**src/rtl/telemetry_pkg.sv**
```systemverilog
// Shared register map, bit indices and FSM state type for the telemetry snapshot reader.
package telemetry_pkg;

  localparam int unsigned REG_W = 32;

  // Register word indices, i.e. req_addr[5:2]
  localparam logic [3:0] REG_CTRL     = 4'h0;  // 0x00
  localparam logic [3:0] REG_STATUS   = 4'h1;  // 0x04
  localparam logic [3:0] REG_PERIOD   = 4'h2;  // 0x08
  localparam logic [3:0] REG_MCYC_LO  = 4'h4;  // 0x10
  localparam logic [3:0] REG_MCYC_HI  = 4'h5;  // 0x14
  localparam logic [3:0] REG_MINST_LO = 4'h6;  // 0x18
  localparam logic [3:0] REG_MINST_HI = 4'h7;  // 0x1C
  localparam logic [3:0] REG_STALL_LO = 4'h8;  // 0x20
  localparam logic [3:0] REG_STALL_HI = 4'h9;  // 0x24

  localparam int unsigned CTRL_SNAP   = 0;
  localparam int unsigned CTRL_AUTO   = 1;
  localparam int unsigned CTRL_PER_EN = 2;
  localparam int unsigned CTRL_IRQ_EN = 3;

  localparam int unsigned STAT_SNAP_VALID = 0;
  localparam int unsigned STAT_OVERRUN    = 1;

  typedef enum logic {RD_IDLE, RD_RESP} telem_rd_state_t;

endpackage

```
**src/rtl/telemetry_period_timer.sv**
```systemverilog
// Free-running period timer: counts 0..period-1 and ticks on the last count.
module telemetry_period_timer (
  input  logic        clk,
  input  logic        rst_n,
  input  logic        en,
  input  logic [31:0] period,
  input  logic        restart,
  output logic        tick
);

  logic [31:0] count;
  logic        running;

  assign running = en && (period != 32'd0);
  assign tick    = running && (count == (period - 32'd1));

  always_ff @(posedge clk or negedge rst_n) begin
    if (!rst_n) begin
      count <= 32'd0;
    end else if (!running || restart || tick) begin
      count <= 32'd0;
    end else begin
      count <= count + 32'd1;
    end
  end

endmodule

```
**src/rtl/telemetry_snapshot_reader.sv**
```systemverilog
// MMIO reader for core telemetry counters: one-cycle coherent shadow capture, exposed as
// 32-bit lo/hi words over a single-outstanding valid/ready port, with periodic auto-snapshot.
module telemetry_snapshot_reader
  import telemetry_pkg::*;
#(
  parameter int unsigned WIDTH  = 64,
  parameter int unsigned ADDR_W = 8
) (
  input  logic              clk,
  input  logic              rst_n,
  input  logic [WIDTH-1:0]  mcycle,
  input  logic [WIDTH-1:0]  minstret,
  input  logic [WIDTH-1:0]  stall_cycles,
  input  logic              req_valid,
  output logic              req_ready,
  input  logic [ADDR_W-1:0] req_addr,
  input  logic              req_we,
  input  logic [REG_W-1:0]  req_wdata,
  output logic              rsp_valid,
  input  logic              rsp_ready,
  output logic [REG_W-1:0]  rsp_rdata,
  output logic              rsp_err,
  output logic              irq
);

  localparam int unsigned HI_W = WIDTH - 32;

  telem_rd_state_t  state;
  logic             auto_q, per_en_q, irq_en_q;
  logic             snap_valid_q, overrun_q;
  logic [31:0]      period_q;
  logic [WIDTH-1:0] mcyc_q, minst_q, stall_q;

  logic             accept, addr_ok, mapped, err, wr, rd;
  logic             wr_ctrl, wr_status, wr_period;
  logic [3:0]       idx;
  logic             tick, capture, clr_valid;
  logic             snap_valid_d, overrun_d;
  logic [WIDTH-1:0] mcyc_d, minst_d, stall_d;
  logic [31:0]      rd_word;

  assign accept  = req_valid && req_ready;
  assign idx     = req_addr[5:2];
  assign addr_ok = (req_addr[1:0] == 2'b00) && (req_addr[ADDR_W-1:6] == '0);

  // Address decode
  always_comb begin
    mapped = 1'b0;
    case (idx)
      REG_CTRL, REG_STATUS, REG_PERIOD,
      REG_MCYC_LO, REG_MCYC_HI, REG_MINST_LO,
      REG_MINST_HI, REG_STALL_LO, REG_STALL_HI: mapped = 1'b1;
      default:                                  mapped = 1'b0;
    endcase
  end

  assign err       = !(addr_ok && mapped);
  assign wr        = accept && req_we && !err;
  assign rd        = accept && !req_we && !err;
  assign wr_ctrl   = wr && (idx == REG_CTRL);
  assign wr_status = wr && (idx == REG_STATUS);
  assign wr_period = wr && (idx == REG_PERIOD);

  telemetry_period_timer u_timer (
    .clk     (clk),
    .rst_n   (rst_n),
    .en      (per_en_q),
    .period  (period_q),
    .restart (wr_period),
    .tick    (tick)
  );

  // Capture/consume arbitration; hardware set always beats a clear on the same edge
  always_comb begin
    capture   = tick
             || (wr_ctrl && req_wdata[CTRL_SNAP])
             || (rd && (idx == REG_MCYC_LO) && auto_q);
    clr_valid = (rd && (idx == REG_STALL_HI))
             || (wr_status && req_wdata[STAT_SNAP_VALID]);

    snap_valid_d = snap_valid_q;
    if (capture)        snap_valid_d = 1'b1;
    else if (clr_valid) snap_valid_d = 1'b0;

    overrun_d = overrun_q;
    if (tick && snap_valid_q && !clr_valid)          overrun_d = 1'b1;
    else if (wr_status && req_wdata[STAT_OVERRUN])   overrun_d = 1'b0;

    mcyc_d  = capture ? mcycle       : mcyc_q;
    minst_d = capture ? minstret     : minst_q;
    stall_d = capture ? stall_cycles : stall_q;
  end

  // Read data reflects state as committed at the accept edge, so a same-edge capture is visible
  always_comb begin
    rd_word = '0;
    case (idx)
      REG_CTRL: begin
        rd_word[CTRL_AUTO]   = auto_q;
        rd_word[CTRL_PER_EN] = per_en_q;
        rd_word[CTRL_IRQ_EN] = irq_en_q;
      end
      REG_STATUS: begin
        rd_word[STAT_SNAP_VALID] = snap_valid_d;
        rd_word[STAT_OVERRUN]    = overrun_d;
      end
      REG_PERIOD:   rd_word = period_q;
      REG_MCYC_LO:  rd_word = mcyc_d[31:0];
      REG_MCYC_HI:  rd_word = 32'(mcyc_d[32 +: HI_W]);
      REG_MINST_LO: rd_word = minst_d[31:0];
      REG_MINST_HI: rd_word = 32'(minst_d[32 +: HI_W]);
      REG_STALL_LO: rd_word = stall_d[31:0];
      REG_STALL_HI: rd_word = 32'(stall_d[32 +: HI_W]);
      default:      rd_word = '0;
    endcase
  end

  // Control/status registers, shadows and interrupt
  always_ff @(posedge clk or negedge rst_n) begin
    if (!rst_n) begin
      auto_q       <= 1'b0;
      per_en_q     <= 1'b0;
      irq_en_q     <= 1'b0;
      snap_valid_q <= 1'b0;
      overrun_q    <= 1'b0;
      period_q     <= 32'd0;
      mcyc_q       <= '0;
      minst_q      <= '0;
      stall_q      <= '0;
      irq          <= 1'b0;
    end else begin
      if (wr_ctrl) begin
        auto_q   <= req_wdata[CTRL_AUTO];
        per_en_q <= req_wdata[CTRL_PER_EN];
        irq_en_q <= req_wdata[CTRL_IRQ_EN];
      end
      if (wr_period) period_q <= req_wdata;
      snap_valid_q <= snap_valid_d;
      overrun_q    <= overrun_d;
      mcyc_q       <= mcyc_d;
      minst_q      <= minst_d;
      stall_q      <= stall_d;
      irq          <= irq_en_q && snap_valid_q;
    end
  end

  // Bus handshake FSM with registered response
  always_ff @(posedge clk or negedge rst_n) begin
    if (!rst_n) begin
      state     <= RD_IDLE;
      req_ready <= 1'b0;
      rsp_valid <= 1'b0;
      rsp_rdata <= '0;
      rsp_err   <= 1'b0;
    end else begin
      case (state)
        RD_IDLE: begin
          req_ready <= 1'b1;
          if (accept) begin
            state     <= RD_RESP;
            req_ready <= 1'b0;
            rsp_valid <= 1'b1;
            rsp_rdata <= (req_we || err) ? 32'd0 : rd_word;
            rsp_err   <= err;
          end
        end
        RD_RESP: begin
          if (rsp_ready) begin
            state     <= RD_IDLE;
            rsp_valid <= 1'b0;
            req_ready <= 1'b1;
          end
        end
      endcase
    end
  end

endmodule

```
**config.mk**
```make
export PLATFORM = sky130hd
export DESIGN_NAME = telemetry_snapshot_reader
export DESIGN_NICKNAME = d
export VERILOG_FILES = /design/src/rtl/telemetry_pkg.sv /design/src/rtl/telemetry_period_timer.sv /design/src/rtl/telemetry_snapshot_reader.sv
export SDC_FILE = /design/constraint.sdc
export NUM_CORES = 1
export LEC_CHECK = 0
export ABC_CLOCK_PERIOD_IN_PS = 4800
export BUFFER_PORTS_ARGS = -buffer_cell sky130_fd_sc_hd__buf_2
export CORE_MARGIN = 4
export CORE_UTILIZATION = 55
export DETAILED_ROUTE_END_ITERATION = 6
export PLACE_DENSITY = 0.81
export RECOVER_POWER = 100
export SLEW_MARGIN = 20
export SYNTH_ARGS = -nofsm -noshare
export SYNTH_HDL_FRONTEND = slang
export SYNTH_HIERARCHICAL = 1
export SYNTH_SLANG_ARGS = --single-unit
```
**constraint.sdc**
```tcl
create_clock -name clk -period 4.8 [get_ports clk]
set_input_delay 0.96 -clock clk [delete_from_list [all_inputs] [get_ports clk]]
set_output_delay 0.96 -clock clk [all_outputs]
set_load 0.05 [all_outputs]
```
; Word-level counts from Yosys, hierarchy flattened
; Memory sizes are Yosys's and may differ from the RTL's.
; Index checks and enable logic that the tools add are counted.
[classes]
reduce_logical = 37
n_eq_ne = 11
n_addsub = 2
n_mux = 22
bitwise = 1
[op_table]
columns = operator, count
row1 = case mux 28 bit (7 select lines), 1
row2 = two-way mux 64 bit, 3
row3 = two-way mux 32 bit, 2
row4 = "adder 32 x 1 -> 32 bit, second input constant", 1
row5 = equality test 32 bit, 1
row6 = nonzero test 32 bit, 1
row7 = "subtractor 32 x 1 -> 32 bit, second input constant", 1
row8 = logical AND 1 bit, 21
row9 = "equality test 4 x 3 -> 1 bit, second input constant", 4
row10 = case mux 2 bit (8 select lines), 1
row11 = two-way mux 1 bit, 10
row12 = case mux 1 bit (9 select lines), 1
row13 = "equality test 4 bit, second input constant", 2
row14 = case mux 1 bit (8 select lines), 1
row15 = logical OR 1 bit, 6
row16 = case mux 1 bit (2 select lines), 3
row17 = "equality test 4 x 1 -> 1 bit, second input constant", 1
row18 = "equality test 4 x 2 -> 1 bit, second input constant", 1
row19 = logical NOT 1 bit, 4
row20 = logical NOT 2 bit, 2
row21 = logical NOT 4 bit, 1
row22 = "!= test 2 bit, second input constant", 2
row23 = AND reduction 2 bit, 2
row24 = inverter 1 bit, 1
[word_totals]
mem_bits_ro = 16
elab_cells = 90
n_memories = 1
register_bits = 298
[mem_list]
columns = name, words, word_bits, rd, rd_ports_with_merged_regs, wr, line
row1 = (no name shown), 16, 1, 1, 0, 0, telemetry_snapshot_reader.sv:49  ; case (idx)

; Logic depth before layout (Yosys ltp)
; Gate-level depths: netlist of the first run.
[logic_depth]
word_depth = 12
depth_mapped = 17

; Modules after synthesis
; The synthesis of the first run kept the hierarchy.
[by_module_without_submodules]
columns = module, area_each_um2, cells_per_inst, seq_area_each_um2, n_inst
row1 = telemetry_snapshot_reader, 13072.5, 1035, 6656.4, 1
row2 = telemetry_period_timer, 2857.7, 335, 800.8, 1

; Worst setup path before layout of the first run
; No wires, ideal clock.
[synth_timing]
path_type = register to register
start = register period_q[0]
end = register rsp_rdata[14]
arrival_ps = 3913
synth_period_minus_slack_ps = 4056
stages_incl_launch_ff = 17
setup_slack_ps = 744
required_ps = 4658
path_cell_list = dfrtp_1 inv_1 ha_1 or3b_2 nor4_1 xnor2_1 nand4_1 or4_1 or4_1 nor4_1 inv_1 o31a_1 buf_6 buf_6 a221o_1 a22oi_1 o221ai_1
[synth_between]
elab_chain_cells = 8
[synth_lines]
columns = item, line
row1 = from (decl), telemetry_snapshot_reader.sv:31  ; logic [31:0] period_q;
row2 = from (signal assigned), telemetry_snapshot_reader.sv:137  ; if (wr_period) period_q <= req_wdata;
row3 = subtractor 32 x 1 -> 32 bit or nonzero test 32 bit (tied branches), "telemetry_period_timer.sv:15, telemetry_period_timer.sv:14"
row4 = equality test 32 bit or logical AND 1 bit (tied branches), "telemetry_period_timer.sv:15, telemetry_period_timer.sv:14"
row5 = logical AND 1 bit *, telemetry_period_timer.sv:15  ; assign tick = running && (count == (period - 32'd1));
row6 = named net tick, telemetry_snapshot_reader.sv:37  ; logic tick, capture, clr_valid;
row7 = logical OR 1 bit *, telemetry_snapshot_reader.sv:76  ; || (wr_ctrl && req_wdata[CTRL_SNAP])
row8 = logical OR 1 bit *, telemetry_snapshot_reader.sv:77  ; || (rd && (idx == REG_MCYC_LO) && auto_q);
row9 = two-way mux 64 bit (on tied branches), "telemetry_snapshot_reader.sv:91, telemetry_snapshot_reader.sv:89, telemetry_snapshot_reader.sv:90"
row10 = case mux 28 bit (7 select lines) *, telemetry_snapshot_reader.sv:97  ; case (idx)
row11 = two-way mux 32 bit *, telemetry_snapshot_reader.sv:163  ; rsp_rdata <= (req_we || err) ? 32'd0 : rd_word;
row12 = to (signal assigned), telemetry_snapshot_reader.sv:163
row13 = to (decl), telemetry_snapshot_reader.sv:21  ; output logic [REG_W-1:0] rsp_rdata,
; The timed path passes the listed nets; every way through them passes the cells marked *.
; A chain may end at the register's enable or synchronous reset.

; Worst setup path after layout of the first run
[layout_timing]
start = register period_q[0]
end = register rsp_rdata[20]
[layout_between]
elab_chain_cells = 8
[layout_lines]
columns = item, line
row1 = subtractor 32 x 1 -> 32 bit or nonzero test 32 bit (tied branches), "telemetry_period_timer.sv:15, telemetry_period_timer.sv:14"
row2 = equality test 32 bit or logical AND 1 bit (tied branches), "telemetry_period_timer.sv:15, telemetry_period_timer.sv:14"
row3 = logical AND 1 bit *, telemetry_period_timer.sv:15
row4 = named net tick, telemetry_snapshot_reader.sv:37
row5 = logical OR 1 bit *, telemetry_snapshot_reader.sv:76
row6 = logical OR 1 bit *, telemetry_snapshot_reader.sv:77
row7 = two-way mux 64 bit *, telemetry_snapshot_reader.sv:89  ; mcyc_d = capture ? mcycle : mcyc_q;
row8 = named net mcyc_d[52], telemetry_snapshot_reader.sv:39  ; logic [WIDTH-1:0] mcyc_d, minst_d, stall_d;
row9 = case mux 28 bit (7 select lines) *, telemetry_snapshot_reader.sv:97
row10 = two-way mux 32 bit *, telemetry_snapshot_reader.sv:163
; Marks and branches as above.

==> results of run 1 <==
## through the flow
stage	worst slack [ns]	instances	total power, mW	instance area, sq um	hold WS [ns]
global placement	0.236	1967	3.51	17700	0.463
global route	0.0512	2041	6.40	18700	0.501
detailed placement	0.172	1967	3.53	17700	0.472
floorplan	0.744	1370	3.18	15900	0.450
CTS	0.142	2029	6.21	18900	0.486
finish	0.239	2043	6.18	18800	0.486
## placed cells by master (no fill, tap or decap), drive strengths merged, types with 14 or more instances in the layout
| master | count |
|---|---|
| nor4 | 19 |
| o221a | 14 |
| mux2i | 57 |
| xnor2 | 42 |
| nand2 | 102 |
| clkbuf | 104 |
| a21oi | 23 |
| a22oi | 83 |
| mux2 | 209 |
| nor3 | 23 |
| a221oi | 21 |
| nor2b | 17 |
| o221ai | 50 |
| nor2 | 69 |
| mux4 | 14 |
| inv | 35 |
| buf | 266 |
| xor2 | 31 |
| dfrtp | 298 |
## worst max path at each step
stage / startpoint / end / slack [ns] / depth (start not counted)
3_3_place_gp: period_q[0] / rsp_rdata[30] / 0.24 / 14
5_1_grt: period_q[0] / rsp_rdata[28] / 0.05 / 15
6_report: period_q[0] / rsp_rdata[20] / 0.24 / 15
2_1_floorplan: period_q[0] / rsp_rdata[14] / 0.74 / 16
3_5_place_dp: period_q[0] / rsp_rdata[1] / 0.17 / 15
4_1_cts: period_q[0] / rsp_rdata[27] / 0.14 / 15
## power groups by stage
stage | Sequential, mW | Clock, mW | Combinational [mW]
after floorplan | 2.75 | 0 | 0.427
after global placement | 2.73 | 0 | 0.781
after detailed placement | 2.73 | 0 | 0.797
after CTS | 2.69 | 2.72 | 0.800
after global routing | 2.70 | 2.84 | 0.865
final | 2.69 | 2.69 | 0.801
## registers in the layout, indices dropped and copies added (netlist names), 32 cells and up
name	flops
stall_q	64
period_q	32
rsp_rdata	32
minst_q	64
mcyc_q	64
u_timer/count	32
## per-layer routing
layer / up-vias / global-route usage / share of wire
met5: - / 0 / 0.0022
met3: 103 / 0.0710 / 0.093
met1: 6452 / 0.410 / 0.42
met2: 611 / 0.455 / 0.46
met4: 16 / 0.0934 / 0.032
li1: 5670 / - / -
## timing repair
action	in CTS	in global routing
hold buffers	0	0
resized for setup	0	6
setup endpoints to repair	0	161
## final cells by class
cell class | count | area [sq um]
Fill cell | 2168 | 9870
Multi-Input combinational cell | 936 | 7790
Sequential cell | 298 | 7460
Timing Repair Buffer | 317 | 1700
Clock buffer | 53 | 1030
Tap cell | 384 | 480
Clock inverter | 9 | 139
Inverter | 33 | 124
Antenna cell | 13 | 32.5
## logic make-up (layout without fill, tap and decap cells)
kind of cell / count (synthesis) / count (layout) / share of synthesized area
fa+ha+maj: 3 / 3 / 0.00236
xor+xnor: 73 / 73 / 0.0401
other cells: 0 / 13 / 0
mux: 280 / 280 / 0.205
compound gates: 264 / 264 / 0.137
flops: 298 / 298 / 0.468
simple gates: 316 / 316 / 0.107
buf+inv: 136 / 412 / 0.0401
## worst reg2reg max path, cell delays in order, from the launching register on
cell,delay (ns)
dfrtp_1,0.45
inv_1,0.11
ha_1,0.19
or3b_4,0.44
nor4_4,0.30
xnor2_1,0.16
nand4_1,0.16
or4_1,0.52
or4_1,0.42
nor4_2,0.33
inv_1,0.13
o31a_2,0.23
buf_12,0.21
mux2_1,0.33
nor2b_1,0.15
o2bb2a_1,0.31
==> summary by stage, run 1 <==
Die
Measured along the x axis, the die boundary spans 178 um. The count of pins on the block boundary is 273. The die area is 31,800 sq um. The initial utilization of the core area, before any placement, comes to 0.557. After floorplanning, the core was sized to cover 28,600 sq um. The height of the die is 178 um. The initialized floorplan defines 62 standard-cell rows.

Drt
The number of remaining DRC errors is 0. For this block, the routed nets add up to 48,200 um of wire. The number of DRC markers after the initial detailed-route iteration is 1,256. The number of vias per cell is 6.29. After detailed routing, the average wire length per cell comes to 23.6 um. Before antenna repair, the detailed router went through 7 iterations. Once detail routing completed, the nets flagged for antenna violations numbered 0. The via total after detailed routing is 12.9k.

Worst setup path
STA classifies the critical path startpoint as a register. The minimum setup slack among reg-to-reg paths is 0.24 ns. The destination of the worst register-to-register timing path is rsp_rdata[20]. For the worst flop-to-flop path, the logic depth is 15. The critical path class is reg2reg.

The startpoint identified for the worst register-to-register timing path is period_q[0]. The signal on the critical path passes through inv_1 > ha_1 > or3b_4 > nor4_4 > xnor2_1 > nand4_1 > or4_1 > or4_1 > nor4_2 > inv_1 > o31a_2 > buf_12 > mux2_1 > nor2b_1 > o2bb2a_1. The required time reported for the critical path endpoint is 5.19 ns. The critical path buffer and inverter count is 3. The worst setup path is captured at a register. The largest stage delay on the critical path is 0.52 ns. Among all stages on the critical path, the largest delay is contributed by or4_1. The largest fanout of any net on the critical path is 26. Data on the critical path arrives at its endpoint at 4.95 ns. Among cell families on the critical path, the largest total delay comes from simple AND/OR/NAND/NOR gates.

Synthesis
After synthesis, the cell types taking the most area are dfrtp_1 47%, mux2_2 13%, a22oi_1 3.9%. The most instantiated flip-flop cell in the synthesis netlist is dfrtp_1. The share of synthesized area in the top cell type comes to 0.468. The number of warnings reported in the yosys synthesis log is 6. dfrtp_1 takes more of the synthesized area than any other cell. After synthesis the cells add up to 15,900 sq um. The number of nets handed over by synthesis was 1,610.

The synthesized design contains 298 register bits. The share of the Yosys chip area taken by registers is 0.468. The synthesized netlist cell count is 1,370. A synthesized cell averages 11.6 sq um. In the synthesized netlist, the cells that appear most often are 298 x dfrtp_1, 184 x mux2_2, 101 x nand2_1. The most frequently used cell type in the post-synthesis netlist is dfrtp_1. The synthesized design contains 0 enable-type register cells.

The post-synthesis cell type count is 74. Counting flops with an async set or reset pin after synthesis yields a share of 1.00.

STA
Setup violations remaining at the end of the flow were counted as 0. At the pin with the least slew margin, the transition time is 2.63 ns. The maximum operating frequency is 0.219 GHz.

Between clock sinks in the finished design, the worst skew comes to 0.0122 ns. Counting I/O delays and the setup requirement, the final critical path takes 4.56 ns. The final hold violation count was 0. The share of the clock period used by the worst path is 0.950. Headroom to the max-slew limit came out at -0.752. The count of pins over their slew limit came to 138. For the final routed database, the setup TNS stands at 0 ns. Setup repair after global routing left no endpoint under its margin.

Run status
The run finished, with violations left. The final reports fail on max-capacitance violations, max-slew violations.

Global routing
The final global-route overflow total is 0. The first-pass GRT wire length is 72,100 um. The pin count of the biggest net entering global routing is 129.

The all-layer global routing usage is 0.293. The number of antenna violations at the first check in global routing is 20. The via count of the first global-routing pass was 12.7k.

Power
The worst-case IR drop observed on VDD is 0.249 mV. The standby leakage power is 8.28 nW. The part of the total power dissipated in the clock network is 0.435. The power share of the sequential group is 0.435. Of the total power, the share spent switching nets is 0.257. For this design the total switching power over the nets is 1.59 mW. The cell-internal power is 4.59 mW.

The power density of the placed cells is 330 nW/um^2. The combinational share of power is 0.130.

Flow run
The tool flagged a number of max-cap violations equal to 2.

Cells and area
In the final layout, the share of cells above drive strength 1 is 0.343. The utilization after layout is 0.655. For this run, the post-layout net count is 1,861. The relative area change from synthesis to final layout is 17.7%.

Worst hold path
The startpoint identified for the worst hold timing path is minst_q[31]. The worst hold path was traced through 2 stages. The path with the worst hold slack has its endpoint at minst_q[31]. The min-delay analysis places its worst path in the category reg2reg.

Clocking
The source-to-sink clock delay at the later pin of the worst-skew pair is 0.51 ns. The master cell of the clock root buffer is clkbuf_16. For this design, the sink count on the clock tree is 298. The count of buffers added by post-CTS timing repair for setup is 0. Clock-pin slew was measured on the worst setup and hold paths at 0.06 ns. TritonCTS built the clock tree. The number of H-tree branching levels is 2. The maximum root-to-sink buffer count is 3.

Buffers inserted during clock tree synthesis total 35.

Placement
The detailed-placement wirelength estimate is 35,100 um. Routability-driven placement finished with a final weighted congestion of 0.970. In this run the tool buffered the top-level ports with 272 buffer cells.
No activity file was read; power rests on OpenSTA's default activity.
==> run 2, diff against run 1 <==
--- a/config.mk
+++ b/config.mk
@@ -10,9 +10,8 @@
 export CORE_MARGIN = 4
 export CORE_UTILIZATION = 55
 export DETAILED_ROUTE_END_ITERATION = 6
-export PLACE_DENSITY = 0.81
+export PLACE_DENSITY_LB_ADDON = 0.3
 export RECOVER_POWER = 100
-export SLEW_MARGIN = 20
 export SYNTH_ARGS = -nofsm -noshare
 export SYNTH_HDL_FRONTEND = slang
 export SYNTH_HIERARCHICAL = 1
==> summary by stage, run 2 (synthesis gave the netlist of run 1 again) <==
STA
The final worst-path setup slack is 0.238 ns. The share of the clock period used by the worst path is 0.950. The count of pins over their slew limit is 134. Setup repair after global routing left no endpoint under its margin. The final hold violation count is 0. The worst-margin pin slew is 3.42 ns. Setup violations remaining at the end of the flow were counted as 0. Hold timing on the final database bottoms out at a slack of 0.484 ns. The maximum operating frequency is 0.219 GHz. For the finished layout, the period the worst path requires is 4.56 ns.

The post-route clock skew is 0.0167 ns. The sum of negative setup slack is 0 ns. The worst pin sits at a relative slew slack of -1.28.

Placement
Once detailed placement completed, the half-perimeter wirelength came to 35,000 um. Summing all placed instances gives a cell area of 17,700 sq um. Routability-driven placement finished with a final weighted congestion of 0.952. Before CTS, the worst setup slack after placement is 0.210 ns. The quantity of I/O buffers inserted on ports is 272.

Worst setup path
The launching point of the worst reg2reg path is period_q[0]. The length in cells of the worst reg-to-reg path is 15. The worst setup path is captured at a register. The critical path starts at period_q[0]. The critical path ends at rsp_rdata[22].

Setup slack on the worst reg-to-reg path comes out at 0.24 ns. At the worst endpoint, the required time is 5.20 ns. In this run the critical register-to-register path is captured at rsp_rdata[22]. Along the worst path, the maximum fanout reaches 32. The critical path class is reg2reg. The kind of start point of the critical path is a register. At the worst endpoint, the arrival time is 4.96 ns.

Power
The analysis attributes to cell leakage a power of 8.28 nW. IR analysis of the VDD net gives a maximum drop of 0.250 mV. In this run the power density over the cells is 329 nW/um^2.

Cells and area
Once layout is complete, the utilization of the core stands at 0.653. The net count of the finished layout is 1,867. The largest registers in the layout are mcyc_q (64), minst_q (64), stall_q (64). Of the cells placed in the final design, the portion with a size suffix greater than 1 is 0.350. Leaving out fill and tap cells, the most frequent cells in the layout are 297 x dfrtp_1, 234 x buf_2, 182 x mux2_2.

The leading cell type in the layout, fill and taps excluded is dfrtp_1. Compared with the post-synthesis result, the final layout area differs by 17.4%. Summing all non-filler instances in the final layout gives an area of 18,700 sq um.

Drt
The detailed router finished its first iteration with 1,255 violations. In the routed design, unresolved DRC markers number 0. In the final routed layout, each cell accounts on average for 23.3 um. The detail route stage leaves a number of antenna-violating nets equal to 0. For this run, the detailed router's first-pass iteration total came to 5. Across all layers, the routed design uses 12.9k vias. The number of vias per cell is 6.29.

For this block, the routed nets add up to 47,700 um of wire.

Die
The initialized floorplan defines 62 standard-cell rows. The starting density of the core is 0.557. The floorplan step set the die width to 178 um. For this design the top-level I/O count stands at 273. In this run the standard cell core region covers 28,600 sq um. From bottom edge to top edge, the die measures 178 um. The die area is 31,800 sq um.

Global routing
The pin count of the biggest net entering global routing is 134. The via count of the first global-routing pass was 12.4k. The met2 demand-to-capacity share in global routing is 0.439. The first global-routing pass estimated 70,900 um of wire. In the global route stage, met1 resource usage came out at 0.411.

In the global route stage, met3 resource usage came out at 0.0663. The final global-route overflow total is 0. The number of antenna violations at the first check in global routing came to 21.

The most congested layer reported by global routing is met2. The all-layer global routing usage is 0.289.

Clocking
TritonCTS built the clock tree. The source-to-sink clock delay at the later pin of the worst-skew pair is 0.52 ns. The root buffer cell chosen for the clock tree is clkbuf_16.

The clock transition at the register clock pins on the worst setup and hold paths after CTS is 0.06 ns. Counting every sink on the clock net gives 298. The H-tree was split into 2 levels.

The maximum root-to-sink buffer count is 3. Buffers added to address setup during post-CTS repair amount to 0. TritonCTS created 34 clock buffers.

Worst hold path
The hold path depth is 2. The class of the worst hold path is reg2reg.

Run status
The flow ran to the end, but the final reports show violations. The final reports fail on max-capacitance violations, max-slew violations.

Flow run
Max-cap violations in this run came to 1.
[run 2: metrics by stage]
| stage | power (mW) | std cells |
|---|---|---|
| 6_report | 6.16 | 2045 |
| 5_1_grt | 6.35 | 2044 |
| 4_1_cts | 6.18 | 2034 |
| 3_5_place_dp | 3.53 | 1975 |
| 3_3_place_gp | 3.51 | 1975 |
| 2_1_floorplan | 3.18 | 1370 |
[run 2: worst min path at each step]
| stage | startpoint | endpoint | slack [ns] |
|---|---|---|---|
| final | minst_q[21] | minst_q[21] | 0.48 |
| after global routing | stall_q[2] | stall_q[2] | 0.50 |
| after CTS | minst_q[6] | minst_q[6] | 0.48 |
| after detailed placement | rsp_rdata[15] | rsp_rdata[15] | 0.47 |
| after global placement | minst_q[23] | minst_q[23] | 0.46 |
| after floorplan | minst_q[30] | minst_q[30] | 0.45 |
[run 2: worst max-delay path, stage by stage (launching register included)]
cell and delay, ns:
dfrtp_2 0.45, inv_1 0.11, ha_1 0.21, or3b_2 0.54
nor4_2 0.32, xnor2_1 0.16, nand4_1 0.15, or4_1 0.51
or4_1 0.43, nor4_2 0.27, inv_1 0.11, o31a_4 0.19
buf_12 0.20, mux2_1 0.34, nor2b_1 0.14, o2bb2a_1 0.30
[run 2: final cells by class]
type	count	area [sq um]
Fill cell	2246	9930
Multi-Input combinational cell	936	7780
Sequential cell	298	7460
Timing Repair Buffer	324	1690
Clock buffer	47	960
Tap cell	384	480
Clock inverter	12	179
Inverter	33	124
Antenna cell	11	27.5
[run 2: layer usage]
layer,up-vias,share of wire
met5,-,0.0023
met4,22,0.035
met3,125,0.091
met2,625,0.46
met1,6415,0.41
li1,5670,-
[run 2: timing repair]
item | 4_1_cts | 5_1_grt
hold buffers | 0 | 0
endpoints found under the setup margin | 0 | 27
gates resized for setup | 0 | 5
[run 2: power by group]
group	internal (mW)	total, mW	leakage [nW]	switching [mW]
clock	1.62	2.67	0.563	1.06
combinational	0.316	0.790	4.01	0.474
sequential	2.62	2.69	3.70	0.0743
total	4.55	6.16	8.28	1.60
==> run 3, diff against run 2 <==
--- a/config.mk
+++ b/config.mk
@@ -7,6 +7,7 @@
 export LEC_CHECK = 0
 export ABC_CLOCK_PERIOD_IN_PS = 4800
 export BUFFER_PORTS_ARGS = -buffer_cell sky130_fd_sc_hd__buf_2
+export CORE_ASPECT_RATIO = 1.5
 export CORE_MARGIN = 4
 export CORE_UTILIZATION = 55
 export DETAILED_ROUTE_END_ITERATION = 6
==> constraint.sdc (replaced) <==
create_clock -name clk -period 4.8 [get_ports clk]
set_input_delay 0.48 -clock clk [delete_from_list [all_inputs] [get_ports clk]]
set_output_delay 0.48 -clock clk [all_outputs]
set_load 0.05 [all_outputs]
==> summary by stage, run 3 (synthesis gave the netlist of run 1 again) <==
Worst hold path
The hold path startpoint is rsp_ready. The worst min-delay path endpoint is rsp_valid. The class of the worst hold path is in2reg. The hold path depth is 2.

Worst setup path
Data on the critical path arrives at its endpoint at 5.03 ns. The worst register-to-register path ends at rsp_rdata[20]. For flop-to-flop paths, the worst setup slack is 0.22 ns. The type of element capturing the critical path is a register. At the worst endpoint, the required time is 5.25 ns.

The largest fanout of any net on the critical path is 64. Traced cell by cell, the critical path runs through inv_1 > ha_1 > or3b_2 > nor4_1 > xnor2_1 > nand4_1 > or4_1 > or4_1 > nor4_1 > inv_1 > o31a_2 > buf_12 > mux2_1 > nor2b_1 > o2bb2a_4. The largest single stage delay on the critical path is 0.53 ns. For the worst flop-to-flop path, the logic depth is 15.

Among all stages on the critical path, the largest delay is contributed by or3b_2. The critical path is of the reg2reg type. The critical path buffer and inverter count is 3. The worst setup path is launched from a register. The launching point of the worst reg2reg path is period_q[0]. In this run the number of cells on the critical path is 15. The top cell family by delay on the critical path is simple AND/OR/NAND/NOR gates.

Cells and area
Leaving out fill and tap cells, the most frequent cell in the layout is dfrtp_1. In the final layout, the share of cells above drive strength 1 is 0.348. In the final design database the tool counted 1,850 nets.

The largest registers in the layout are mcyc_q (64), minst_q (64), stall_q (64). The relative area change from synthesis to final layout is 16.4%. The top cell types in the final layout, fill and taps aside, are 298 x dfrtp_1, 233 x buf_2, 182 x mux2_2.

STA
Setup repair after global routing left no endpoint under its margin. The worst max-slew margin expressed relative to the limit is -0.809. For the final database, setup skew stands at 0.0160 ns. The count of pins over their slew limit is 177. The time the final worst path needs with I/O delays and setup is 4.58 ns. The final hold violation count was 0. At the pin with the least slew margin, the transition time is 2.71 ns.

Derived from the worst setup path, the maximum achievable clock frequency is 0.218 GHz. The tightest hold path in the finished design has a slack of 0.125 ns. Setup total negative slack on the finished layout was measured at 0 ns. Dividing the final minimum period by the clock period gives 0.954. Setup violations remaining at the end of the flow were counted as 0.

Die
After floorplanning, the core was divided into 76 placement rows. The total core area is 28,600 sq um. For this configuration, the core starts out at a cell density of 0.557. The die is 216 um tall.

The die covers 31,800 sq um. For this design the top-level I/O count stands at 273. In this run the horizontal extent of the chip is 147 um.

Clocking
The count of clock tree sinks is 298. Clock-pin slew was measured on the worst setup and hold paths at 0.06 ns. TritonCTS built the clock tree. In this run the number of H-tree levels came out at 1.

The count of buffers added by post-CTS timing repair for setup is 0. The cell sitting at the root of the clock tree is a clkbuf_16. The total CTS buffers is 29. At the later pin of the worst-skew pair, clock insertion delay measures 0.56 ns. The maximum root-to-sink buffer count is 3.

Global routing
The final global-route overflow total is 0. Entering global routing, the biggest net connects 113 pins. The number of antenna violations at the first check in global routing is 23. The first-pass GRT wire length is 72,800 um. The via count of the first global-routing pass is 12.9k. In the global route stage, overall resource usage came out at 0.290.

Placement
The quantity of I/O buffers inserted on ports is 272. The congestion estimate from routability-driven global placement came to 0.982. Detailed placement finished with a half-perimeter wire length of 34,400 um.

Drt
The via total after detailed routing is 12.6k. The uppermost signal routing layer after detailed routing is met5. In this run, the number of DRC markers left after iteration 0 of detailed routing was 767. For this block, wires on met1 add up to 17,100 um. After detailed routing, the number of remaining DRC violations is 0. The post-detailed-route count of antenna-violating nets is 0.

The first detailed-routing pass ran for 5 iterations. The detailed-routed wire length on met3 is 3630 um. After detailed routing, the total wire length is 46,800 um. The number of vias per cell is 6.19. The routed length on met2 is 23,600 um. The routed length per instance is 22.9 um.

Power
The standby leakage power is 8.13 nW. The power density of the placed cells is 310 nW/um^2. The worst-case IR drop observed on VDD is 0.344 mV.

Run status
The run finished, with violations left. The final reports fail on max-capacitance violations, max-slew violations.

Flow run
Max-cap violations in this run came to 3.
-- run 3: cell type report --
| type | count | area (sq um) |
|---|---|---|
| well taps | 390 | 488 |
| multi-input cells | 936 | 7850 |
| clock buffers | 44 | 872 |
| repair buffers | 312 | 1640 |
| clock inverters | 8 | 70.1 |
| flip-flops and latches | 298 | 7460 |
| inverters | 33 | 124 |
| diodes | 18 | 45.0 |
| fillers | 2292 | 10100 |
-- run 3: power by group --
group / switching [mW] / total [mW] / internal [mW]
combinational: 0.472 / 0.785 / 0.312
clock: 0.980 / 2.28 / 1.30
sequential: 0.0667 / 2.68 / 2.62
total: 1.52 / 5.75 / 4.23
-- run 3: per-layer routing --
| layer | track usage | vias up |
|---|---|---|
| li1 | - | 5640 |
| met1 | 0.350 | 6338 |
| met2 | 0.488 | 498 |
| met3 | 0.0586 | 122 |
| met4 | 0.157 | 14 |
| met5 | 0 | - |
-- run 3: through the flow --
| step | instances | area (sq um) | power (mW) | setup slack, ns | util |
|---|---|---|---|---|---|
| 2_1_floorplan | 1370 | 15900 | 3.18 | 0.744 | - |
| 3_3_place_gp | 1968 | 17700 | 3.50 | 0.388 | 0.618 |
| 3_5_place_dp | 1968 | 17700 | 3.52 | 0.313 | 0.618 |
| 4_1_cts | 2021 | 18600 | 5.79 | 0.315 | 0.651 |
| 5_1_grt | 2036 | 18500 | 5.96 | 0.0343 | 0.648 |
| 6_report | 2039 | 18500 | 5.75 | 0.223 | 0.648 |
-- run 3: worst reg2reg max path: cells and delay by family, from the launching register on --
family,cells,cell delay (ns)
adder cells (fa/ha/maj),1,0.21
multiplexers,1,0.39
buffers and inverters,3,0.45
flip-flops,1,0.45
AO/OA/AOI/OAI,2,0.41
XOR/XNOR,1,0.18
AND/OR/NAND/NOR,7,2.38
-- run 3: how the worst max path moves through the flow --
stage	from	endpoint	slack (ns)
floorplan	period_q[0]	rsp_rdata[14]	0.74
global placement	period_q[0]	rsp_rdata[19]	0.39
detailed placement	period_q[0]	rsp_rdata[20]	0.31
CTS	period_q[0]	rsp_rdata[20]	0.32
global route	period_q[0]	rsp_rdata[11]	0.03
finish	period_q[0]	rsp_rdata[20]	0.22
-- run 3: what timing repair did --
action | in CTS | in global routing
setup endpoints to repair | 0 | 8
resized for setup | 0 | 1
hold buffers | 1 | 0
endpoints found under the hold margin | 52 | 0
